**config.mk**
```make
export PLATFORM = sky130hd
export DESIGN_NAME = bp_fe_cmd_scheduler_flat
export DESIGN_NICKNAME = d
export VERILOG_FILES = /design/src/rtl/bp_fe_cmd_scheduler_pkg.sv /design/src/rtl/bp_fe_cmd_scheduler_if.sv /design/src/rtl/bp_fe_cmd_arb.sv /design/src/rtl/bp_fe_cmd_scheduler.sv /design/src/flat_wrapper.sv
export SDC_FILE = /design/constraint.sdc
export NUM_CORES = 1
export LEC_CHECK = 0
export CORE_MARGIN = 5
export CORE_UTILIZATION = 41
export CTS_CLUSTER_DIAMETER = 60
export CTS_CLUSTER_SIZE = 30
export DETAILED_ROUTE_END_ITERATION = 8
export PLACE_DENSITY = 0.81
export SLEW_MARGIN = 0
export SYNTH_ARGS = -nofsm -noshare
export SYNTH_HDL_FRONTEND = slang
export SYNTH_SLANG_ARGS = --single-unit
```
**constraint.sdc**
```tcl
create_clock -name clk_i -period 2 [get_ports clk_i]
set_input_delay 0.3 -clock clk_i [delete_from_list [all_inputs] [get_ports clk_i]]
set_output_delay 0.3 -clock clk_i [all_outputs]
set_load 0.1 [all_outputs]
```
**src/rtl/bp_fe_cmd_scheduler_pkg.sv**
```systemverilog
// rtl/bp_fe_cmd_scheduler_pkg.sv - shared FE/BE command types and scheduler state encoding
package bp_fe_cmd_scheduler_pkg;

    localparam int bp_vaddr_width_gp = 39;

    typedef enum logic [2:0] {
        e_op_state_reset          = 3'd0,
        e_op_pc_redirection       = 3'd1,
        e_op_icache_fill_response = 3'd2
    } bp_fe_command_queue_opcode_e;

    typedef enum logic [1:0] {
        e_reset,
        e_boot,
        e_run,
        e_drain
    } bp_fe_sched_state_e;

    typedef struct packed {
        bp_fe_command_queue_opcode_e   opcode;
        logic [bp_vaddr_width_gp-1:0]  vaddr;
    } bp_fe_cmd_s;

    // Grant vector bit positions shared by the arbiter and the top.
    localparam int gnt_redirect_lp = 0;
    localparam int gnt_fill_lp     = 1;

endpackage

```
**src/rtl/bp_fe_cmd_scheduler_if.sv**
```systemverilog
// rtl/bp_fe_cmd_scheduler_if.sv - redirect, fill and FE command channels of the scheduler
interface bp_fe_cmd_scheduler_if #(
    parameter int vaddr_width_p = 39
);
    logic                     redirect_v_i;
    logic [vaddr_width_p-1:0] redirect_vaddr_i;
    logic                     redirect_ready_o;
    logic                     fill_v_i;
    logic [vaddr_width_p-1:0] fill_vaddr_i;
    logic                     fill_ready_o;
    logic [2:0]               fe_cmd_opcode_o;
    logic [vaddr_width_p-1:0] fe_cmd_vaddr_o;
    logic                     fe_cmd_v_o;
    logic                     fe_cmd_yumi_i;

    modport master (
        output redirect_v_i, redirect_vaddr_i, fill_v_i, fill_vaddr_i, fe_cmd_yumi_i,
        input  redirect_ready_o, fill_ready_o, fe_cmd_opcode_o, fe_cmd_vaddr_o, fe_cmd_v_o
    );

    modport slave (
        input  redirect_v_i, redirect_vaddr_i, fill_v_i, fill_vaddr_i, fe_cmd_yumi_i,
        output redirect_ready_o, fill_ready_o, fe_cmd_opcode_o, fe_cmd_vaddr_o, fe_cmd_v_o
    );
endinterface

```
**src/rtl/bp_fe_cmd_arb.sv**
```systemverilog
// rtl/bp_fe_cmd_arb.sv - two-input fixed-priority arbiter with starvation override for the fill requester
module bp_fe_cmd_arb
    import bp_fe_cmd_scheduler_pkg::*;
#(
    parameter int starve_limit_p = 4
) (
    input  logic       clk_i,
    input  logic       reset_n_i,
    input  logic       en_i,
    input  logic [1:0] req_i,
    output logic [1:0] grant_o
);

    localparam int cnt_width_lp = $clog2(starve_limit_p + 1);
    localparam logic [cnt_width_lp-1:0] limit_lp = cnt_width_lp'(starve_limit_p);

    logic [cnt_width_lp-1:0] starve_cnt_q, starve_cnt_d;
    logic                    both_req;
    logic                    starved;

    always_comb begin
        both_req = req_i[gnt_redirect_lp] & req_i[gnt_fill_lp];
        starved  = both_req && (starve_cnt_q == limit_lp);

        grant_o = '0;
        if (en_i) begin
            if (req_i[gnt_redirect_lp] && !starved) begin
                grant_o[gnt_redirect_lp] = 1'b1;
            end else if (req_i[gnt_fill_lp]) begin
                grant_o[gnt_fill_lp] = 1'b1;
            end
        end

        // Counts only lost fill arbitrations; any gap in fill_v restarts the count.
        starve_cnt_d = starve_cnt_q;
        if (!req_i[gnt_fill_lp] || grant_o[gnt_fill_lp]) begin
            starve_cnt_d = '0;
        end else if (both_req && grant_o[gnt_redirect_lp] && (starve_cnt_q != limit_lp)) begin
            starve_cnt_d = starve_cnt_q + 1'b1;
        end
    end

    always_ff @(posedge clk_i or negedge reset_n_i) begin
        if (!reset_n_i) begin
            starve_cnt_q <= '0;
        end else begin
            starve_cnt_q <= starve_cnt_d;
        end
    end

endmodule

```
**src/rtl/bp_fe_cmd_scheduler.sv**
```systemverilog
// rtl/bp_fe_cmd_scheduler.sv - FE command channel owner: boot sequencing, arbitration and one-entry command register
module bp_fe_cmd_scheduler
    import bp_fe_cmd_scheduler_pkg::*;
#(
    parameter int                       vaddr_width_p  = bp_vaddr_width_gp,
    parameter logic [vaddr_width_p-1:0] start_pc_p     = 39'h00_8000_0000,
    parameter int                       starve_limit_p = 4
) (
    input  logic                   clk_i,
    input  logic                   reset_n_i,
    input  logic                   reboot_i,
    output logic                   queue_flush_o,
    output logic                   booted_o,
    bp_fe_cmd_scheduler_if.slave   cmd_if
);

    bp_fe_sched_state_e state_q, state_d;
    bp_fe_cmd_s         cmd_q, cmd_d;
    logic               cmd_v_q, cmd_v_d;
    logic               slot_free;
    logic               arb_en;
    logic [1:0]         grant;

    assign slot_free = ~cmd_v_q | cmd_if.fe_cmd_yumi_i;
    assign arb_en    = (state_q == e_run) & slot_free;

    bp_fe_cmd_arb #(
        .starve_limit_p (starve_limit_p)
    ) u_arb (
        .clk_i     (clk_i),
        .reset_n_i (reset_n_i),
        .en_i      (arb_en),
        .req_i     ({cmd_if.fill_v_i, cmd_if.redirect_v_i}),
        .grant_o   (grant)
    );

    always_comb begin
        state_d = state_q;
        cmd_d   = cmd_q;
        cmd_v_d = cmd_v_q & ~cmd_if.fe_cmd_yumi_i;

        case (state_q)
            e_reset: state_d = e_boot;
            e_boot: begin
                if (!cmd_v_q) begin
                    cmd_v_d      = 1'b1;
                    cmd_d.opcode = e_op_state_reset;
                    cmd_d.vaddr  = start_pc_p;
                end else if (cmd_if.fe_cmd_yumi_i) begin
                    state_d = e_run;
                end
            end
            e_run: begin
                if (grant[gnt_redirect_lp]) begin
                    cmd_v_d      = 1'b1;
                    cmd_d.opcode = e_op_pc_redirection;
                    cmd_d.vaddr  = cmd_if.redirect_vaddr_i;
                end else if (grant[gnt_fill_lp]) begin
                    cmd_v_d      = 1'b1;
                    cmd_d.opcode = e_op_icache_fill_response;
                    cmd_d.vaddr  = cmd_if.fill_vaddr_i;
                end
                if (reboot_i) begin
                    state_d = e_drain;
                end
            end
            e_drain: begin
                if (!cmd_v_q || cmd_if.fe_cmd_yumi_i) begin
                    state_d = e_boot;
                end
            end
            default: state_d = e_reset;
        endcase
    end

    always_ff @(posedge clk_i or negedge reset_n_i) begin
        if (!reset_n_i) begin
            state_q <= e_reset;
            cmd_q   <= '0;
            cmd_v_q <= 1'b0;
        end else begin
            state_q <= state_d;
            cmd_q   <= cmd_d;
            cmd_v_q <= cmd_v_d;
        end
    end

    assign cmd_if.redirect_ready_o = grant[gnt_redirect_lp];
    assign cmd_if.fill_ready_o     = grant[gnt_fill_lp];
    assign cmd_if.fe_cmd_opcode_o  = cmd_q.opcode;
    assign cmd_if.fe_cmd_vaddr_o   = cmd_q.vaddr;
    assign cmd_if.fe_cmd_v_o       = cmd_v_q;
    assign queue_flush_o           = cmd_v_q;
    assign booted_o                = (state_q == e_run);

endmodule

```
**src/flat_wrapper.sv**
```systemverilog
// flat-port wrapper written by rule: the top's interface ports become plain ports
module bp_fe_cmd_scheduler_flat import bp_fe_cmd_scheduler_pkg::*;
#(
    parameter int                       vaddr_width_p  = bp_vaddr_width_gp,
    parameter logic [vaddr_width_p-1:0] start_pc_p     = 39'h00_8000_0000,
    parameter int                       starve_limit_p = 4
)
  (clk_i, reset_n_i, reboot_i, queue_flush_o, booted_o, cmd_if_redirect_v_i, cmd_if_redirect_vaddr_i, cmd_if_fill_v_i, cmd_if_fill_vaddr_i, cmd_if_fe_cmd_yumi_i, cmd_if_redirect_ready_o, cmd_if_fill_ready_o, cmd_if_fe_cmd_opcode_o, cmd_if_fe_cmd_vaddr_o, cmd_if_fe_cmd_v_o);
  bp_fe_cmd_scheduler_if #(.vaddr_width_p(vaddr_width_p)) cmd_if_i ();
  input  logic clk_i;
  input  logic reset_n_i;
  input  logic reboot_i;
  output logic queue_flush_o;
  output logic booted_o;
  input wire logic [$bits(cmd_if_i.redirect_v_i)-1:0] cmd_if_redirect_v_i;
  input wire logic [$bits(cmd_if_i.redirect_vaddr_i)-1:0] cmd_if_redirect_vaddr_i;
  input wire logic [$bits(cmd_if_i.fill_v_i)-1:0] cmd_if_fill_v_i;
  input wire logic [$bits(cmd_if_i.fill_vaddr_i)-1:0] cmd_if_fill_vaddr_i;
  input wire logic [$bits(cmd_if_i.fe_cmd_yumi_i)-1:0] cmd_if_fe_cmd_yumi_i;
  output wire logic [$bits(cmd_if_i.redirect_ready_o)-1:0] cmd_if_redirect_ready_o;
  output wire logic [$bits(cmd_if_i.fill_ready_o)-1:0] cmd_if_fill_ready_o;
  output wire logic [$bits(cmd_if_i.fe_cmd_opcode_o)-1:0] cmd_if_fe_cmd_opcode_o;
  output wire logic [$bits(cmd_if_i.fe_cmd_vaddr_o)-1:0] cmd_if_fe_cmd_vaddr_o;
  output wire logic [$bits(cmd_if_i.fe_cmd_v_o)-1:0] cmd_if_fe_cmd_v_o;
  assign cmd_if_i.redirect_v_i = cmd_if_redirect_v_i;
  assign cmd_if_i.redirect_vaddr_i = cmd_if_redirect_vaddr_i;
  assign cmd_if_i.fill_v_i = cmd_if_fill_v_i;
  assign cmd_if_i.fill_vaddr_i = cmd_if_fill_vaddr_i;
  assign cmd_if_i.fe_cmd_yumi_i = cmd_if_fe_cmd_yumi_i;
  assign cmd_if_redirect_ready_o = cmd_if_i.redirect_ready_o;
  assign cmd_if_fill_ready_o = cmd_if_i.fill_ready_o;
  assign cmd_if_fe_cmd_opcode_o = cmd_if_i.fe_cmd_opcode_o;
  assign cmd_if_fe_cmd_vaddr_o = cmd_if_i.fe_cmd_vaddr_o;
  assign cmd_if_fe_cmd_v_o = cmd_if_i.fe_cmd_v_o;
  bp_fe_cmd_scheduler #(.vaddr_width_p(vaddr_width_p), .start_pc_p(start_pc_p), .starve_limit_p(starve_limit_p)) u_core (.clk_i(clk_i), .reset_n_i(reset_n_i), .reboot_i(reboot_i), .queue_flush_o(queue_flush_o), .booted_o(booted_o), .cmd_if(cmd_if_i));
endmodule
```
### Word-level counts from Yosys, hierarchy flattened

Index checks and enable logic that the tools add are counted.

| storage, ports and cells | value |
|---|---|
| bits in registers | 48 |
| output and inout bits | 47 |

| cells by class | value |
|---|---|
| add/sub/neg operators | 1 |
| equality and inequality tests | 11 |
| muxes and demuxes | 19 |
| bitwise operators | 6 |
| reduce and logical (&&, ||, !) cells | 14 |

Operator list:

| kind | number |
|---|---|
| 42-bit two-way mux | 3 |
| 42-bit one-hot mux with 2 select lines | 1 |
| 2-bit two-way mux | 5 |
| 2-bit one-hot mux with 4 select lines | 1 |
| 1-bit two-way mux | 6 |
| 3-bit two-way mux | 2 |
| 2-bit inequality test, second input constant | 3 |
| 2-bit equality test, second input constant | 2 |
| 1-bit logical AND | 4 |
| 2-bit by 1-bit inequality test with 1-bit output, second input constant | 2 |
| 4-bit AND reduction | 1 |
| 2-bit nonzero test | 2 |
| 3-bit by 1-bit adder with 3-bit output, second input constant | 1 |
| 1-bit bitwise AND | 3 |
| 3-bit equality test, second input constant | 1 |
| 1-bit logical NOT | 3 |
| 3-bit by 1-bit inequality test with 1-bit output, second input constant | 1 |
| 3-bit inequality test, second input constant | 1 |
| 3-bit AND reduction | 1 |
| 2-bit by 1-bit equality test with 1-bit output, second input constant | 1 |
| 2-bit logical NOT | 1 |
| 1-bit logical OR | 2 |
| 1-bit NOT | 2 |
| 1-bit one-hot mux with 2 select lines | 1 |
| 1-bit OR | 1 |

### Longest topological paths before layout

| depth | value |
|---|---|
| word-level depth | 10 |
| gate-level depth with buffers | 8 |
| mapped depth without buffers | 6 |

### By module

From an unflattened synthesis, not the netlist that was laid out.

| unflattened totals | value |
|---|---|
| cells, all modules | 234 |
| area, all modules | 2,750.1 µm² |

By module, submodules not included:

| module | instances | cells an instance | area an instance (µm²) | seq. area each (µm²) |
|---|---|---|---|---|
| bp_fe_cmd_scheduler | 1 | 211 | 2,541.2 | 1,101.1 |
| bp_fe_cmd_arb | 1 | 23 | 209.0 | 75.1 |

### Worst setup path before layout

No wires, ideal clock.

| path | value |
|---|---|
| path kind | reg-to-output |
| from | register u_core.state_q[0] |
| to | output cmd_if_fill_ready_o |
| data arrival time | 2.946 ns |
| path slack | -1.246 ns |
| stages on the path, launching flop included | 6 |
| path buffers | 1 |
| cell sequence | dfrtp_1 inv_1 ha_1 buf_2 nand2_1 nor2_1 |

| between the ends | value |
|---|---|
| word-level cells in the longest chain between the ends | 3 |

Ends and longest elaborated chain:

| element | line | source |
|---|---|---|
| from (decl) | bp_fe_cmd_scheduler.sv:17 | `bp_fe_sched_state_e state_q, state_d;` |
| from (signal assigned) | bp_fe_cmd_scheduler.sv:78 | `state_q <= e_reset;` |
| from (signal assigned) | bp_fe_cmd_scheduler.sv:82 | `state_q <= state_d;` |
| 2-bit equality test | n/a |  |
| via booted_o | flat_wrapper.sv:14 | `output logic booted_o;` |
| 1-bit bitwise AND | bp_fe_cmd_scheduler.sv:25 | `assign arb_en = (state_q == e_run) & slot_free;` |
| 2-bit two-way mux | bp_fe_cmd_arb.sv:26 | `if (en_i) begin` |
| to (decl) | flat_wrapper.sv:21 | `output wire logic [$bits(cmd_if_i.fill_ready_o)-1:0] cmd_if_fill_ready_o;` |

The timed path passes the listed nets, and every way through them passes these cells.

### Final worst setup path

| path | value |
|---|---|
| from | register u_core.state_q[0] |
| to | output cmd_if_redirect_ready_o |

| between the ends | value |
|---|---|
| word-level cells in the longest chain between the ends | 3 |

Ends and longest elaborated chain:

| element | line | source |
|---|---|---|
| 2-bit equality test | bp_fe_cmd_scheduler.sv:25 |  |
| 1-bit bitwise AND | bp_fe_cmd_scheduler.sv:25 |  |
| 2-bit two-way mux | bp_fe_cmd_arb.sv:26 |  |
| to (decl) | flat_wrapper.sv:20 | `output wire logic [$bits(cmd_if_i.redirect_ready_o)-1:0] cmd_if_redirect_ready_o;` |

Every way passes these cells.

==> run_results.csv <==
group,metric,value,unit
finish,multiInputGateArea,1310,sq um
critical_path,r2r_slack,140,ps
route,first_pass_iters,4,
timing,hold_viol,0,
critical_path,rr_endpoint,"u_core.cmd_if.fe_cmd_vaddr_o[14]",
synth,synth_seq_cells,47,
synth,syn_area_per_cell,10.18,sq um
finish,finalInstanceArea,4232,sq um
floorplanning,die_width,91.88,um
synth,synth_cells,270,
floorplanning,core_area,6422,sq um
timing,maxSlewHeadroom,0.6382,
floorplanning,top_level_ports,131,
floorplanning,initial_core_util,0.4280,
finish,mostFrequentLayoutCell,"clkdlybuf4s50_1",
finish,layout.nets,493,
route,wl_per_cell,13.64,um
floorplanning,die-area,8442,sq um
critical_path,worstPathRequired,1700,ps
finish,most-common-layout-cells,"clkdlybuf4s50_1, buf_4, nand2_1",
worst_hold_path,worstHoldStart,"u_core.cmd_if.fe_cmd_vaddr_o[17]",
timing,worst_pin_slew,542.8,ps
route,dr.first_iter.drc_count,41,
timing,report.final.slew_viol_count,0,
critical_path,critPathSlowestCell,"dfrtp_2",
clocking,cts_tree,"built",
timing,timing.fmax,522.9,MHz
clocking,clockRootBuffer,"clkbuf_8",
job,cap_violations,0,
finish,layout-drive-gt1-share,0.2797,
clocking,cts.clk_slew.worst_paths,80,ps
critical_path,worstPathCellList,"inv_2, ha_4, and4_4, buf_12, buf_12",
clocking,clock-sinks,47,
synth,syn-num-nets,360,
critical_path,startpoint_type,"register",
route,drt_wl_total,6563,um
worst_hold_path,min_delay_worst_endpoint,"u_core.cmd_if.fe_cmd_vaddr_o[17]",
finish,area_delta_synth_final,53.94,%
floorplanning,placementRows,29,
finish,post-route-util,0.6589,
global_routing,grt_usage,0.1580,
power,power.density,1535,nW/um^2
timing,finalSetupViolCount,0,
critical_path,slowest_delay,450,ps
placed_design,gp_congestion,0.8798,
route,ant_nets,0,
timing,clock_skew,6.940,ps
clocking,clk_latency,290,ps
synth,yosysSeqAreaShare,0.4279,
power,vdd_ir_drop_max,0.0008311,V
clocking,numCtsBuffers,5,
critical_path,worstPathMaxFanout,11,
synth,yosys_warnings,0,
critical_path,cp-end-kind,"output port",
clocking,clk_path_buf_depth,2,
placed_design,io_buffers,129,
finish,regArea,1179,sq um
critical_path,crit_type,"register to output port",
synth,netlist_area,2749,sq um
route,avgViaCountPerCell,4.694,
route,vias,2258,
timing,rsz0062_at_grt,"false",
global_routing,grt_pass1_vias,2373,
finish,num_antenna_cells,0,
route,drcViolationCount,0,
critical_path,cp_common_cell,"buf_12",
critical_path,timing.rr.start,"u_core.u_arb.starve_cnt_q[0]",
critical_path,ff2ff_path_depth,8,
finish,num-fill-cells,514,
placed_design,hpwl,5247,um
global_routing,grt_max_degree,26,
outcome,status,"finished clean",
placed_design,postPlaceCellArea,4093,sq um
timing,period_share,0.9561,
critical_path,crit_arrival,1610,ps
worst_hold_path,hp-class,"register to register",
global_routing,grt_pass1_wl,10940,um
floorplanning,dieHeight,91.88,um
global_routing,overflow,0,
synth,synth_cell_type_count,33,
timing,fin_crit,1912,ps
global_routing,antenna_found_initial,0,
power,p_leak,0.002043,uW
worst_hold_path,hold_depth,1,
clocking,cts-htree-levels,2,
timing,fin_setup_tns,0,ps
[sequential cells by signal, indices dropped and copies added, names as in the netlist]
signal	flops
u_core.state_q	2
u_core.cmd_if.fe_cmd_vaddr_o	39
u_core.u_arb.starve_cnt_q	3
u_core.cmd_if.fe_cmd_v_o	1
u_core.cmd_if.fe_cmd_opcode_o	2
[critical path, delay by kind of cell, from the launching register on]
kind	cells	cell delay, ps
AND/OR/NAND/NOR	1	260
adder cells (fa/ha/maj)	1	200
flip-flops	1	450
buffers and inverters	3	410
[logic make-up after synthesis]
family	after synthesis	share of synthesized area
and+or+nand+nor	62	0.09741
muxes	79	0.3077
AOI/OAI and AO/OA	15	0.03368
adders and majority gates	6	0.02731
other	1	0.001364
DFF	47	0.4279
buffers and inverters	60	0.1047
[repair_timing]
item	4_1_cts	5_1_grt
pin swaps	1	0
resized for setup	0	2
setup endpoints to repair	1	2
gates cloned	1	0
hold endpoints to repair	20	0
hold buffers	1	0
setup buffers	1	0
[worst max path at each step]
stage	slack (ps)	depth (start not counted)	end	startpoint
6_report	90	5	cmd_if_redirect_ready_o	u_core.state_q[0]
2_1_floorplan	2	7	u_core.cmd_if.fe_cmd_vaddr_o[31]	u_core.state_q[0]
3_5_place_dp	20	6	u_core.cmd_if.fe_cmd_opcode_o[0]	cmd_if_fe_cmd_yumi_i
5_1_grt	20	5	cmd_if_redirect_ready_o	u_core.state_q[0]
3_3_place_gp	70	6	u_core.cmd_if.fe_cmd_opcode_o[0]	cmd_if_fe_cmd_yumi_i
4_1_cts	2	6	cmd_if_fill_ready_o	u_core.state_q[0]
[layer usage]
layer  GRT usage  wire [um]
met5           0          0
met4     0.03713         50
met3     0.04992        640
met2      0.2762       3127
met1      0.1902       2745
[Yosys cell counts, drive strengths merged]
library cell / n / area share
nand3: 1 / 0.0018
mux2: 41 / 0.17
a2bb2oi: 1 / 0.0032
dfrtp: 47 / 0.43
or3: 1 / 0.0023
buf: 12 / 0.039
o21ai: 4 / 0.0073
nor2: 4 / 0.0055
o2bb2ai: 1 / 0.0032
a21boi: 2 / 0.0055
and2b: 1 / 0.0027
and4: 1 / 0.0041
nor3b: 1 / 0.0027
nand2b: 2 / 0.0055
a21oi: 5 / 0.0091
nor4b: 1 / 0.0032
mux2i: 38 / 0.14
inv: 44 / 0.060
nor2b: 1 / 0.0023
clkbuf: 4 / 0.0055
conb: 1 / 0.0014
a21o: 1 / 0.0027
nand2: 48 / 0.066
nor3: 1 / 0.0018
ha: 6 / 0.027
o21a: 1 / 0.0027
[report_power, final]
group          switching [uW]  total, uW  internal [uW]
combinational            2910       4570           1660
sequential                159       1380           1220
clock                     301        545            244
total                    3370       6500           3120
[final cells by class]
| cell class | count | share of cell area |
|---|---|---|
| multi-input combinational | 163 | 0.3096 |
| clock buffer | 6 | 0.01715 |
| inverter | 44 | 0.03903 |
| timing repair buffer | 142 | 0.3300 |
| clock inverter | 2 | 0.002957 |
| sequential | 47 | 0.2785 |
| tap | 77 | 0.02277 |
[per-stage QoR]
step                      instances  power, uW  hold WS, ps  setup WS (ps)
after detailed placement        470       5984        318.2          15.65
after floorplan                 270       4858        4.409          2.187
after global placement          470       5911        317.0          67.68
after CTS                       481       6579        503.5          1.957
final                           481       6497        498.5          87.71
after global routing            481       6859        521.5          18.65
(Power assumes the default switching activity.)
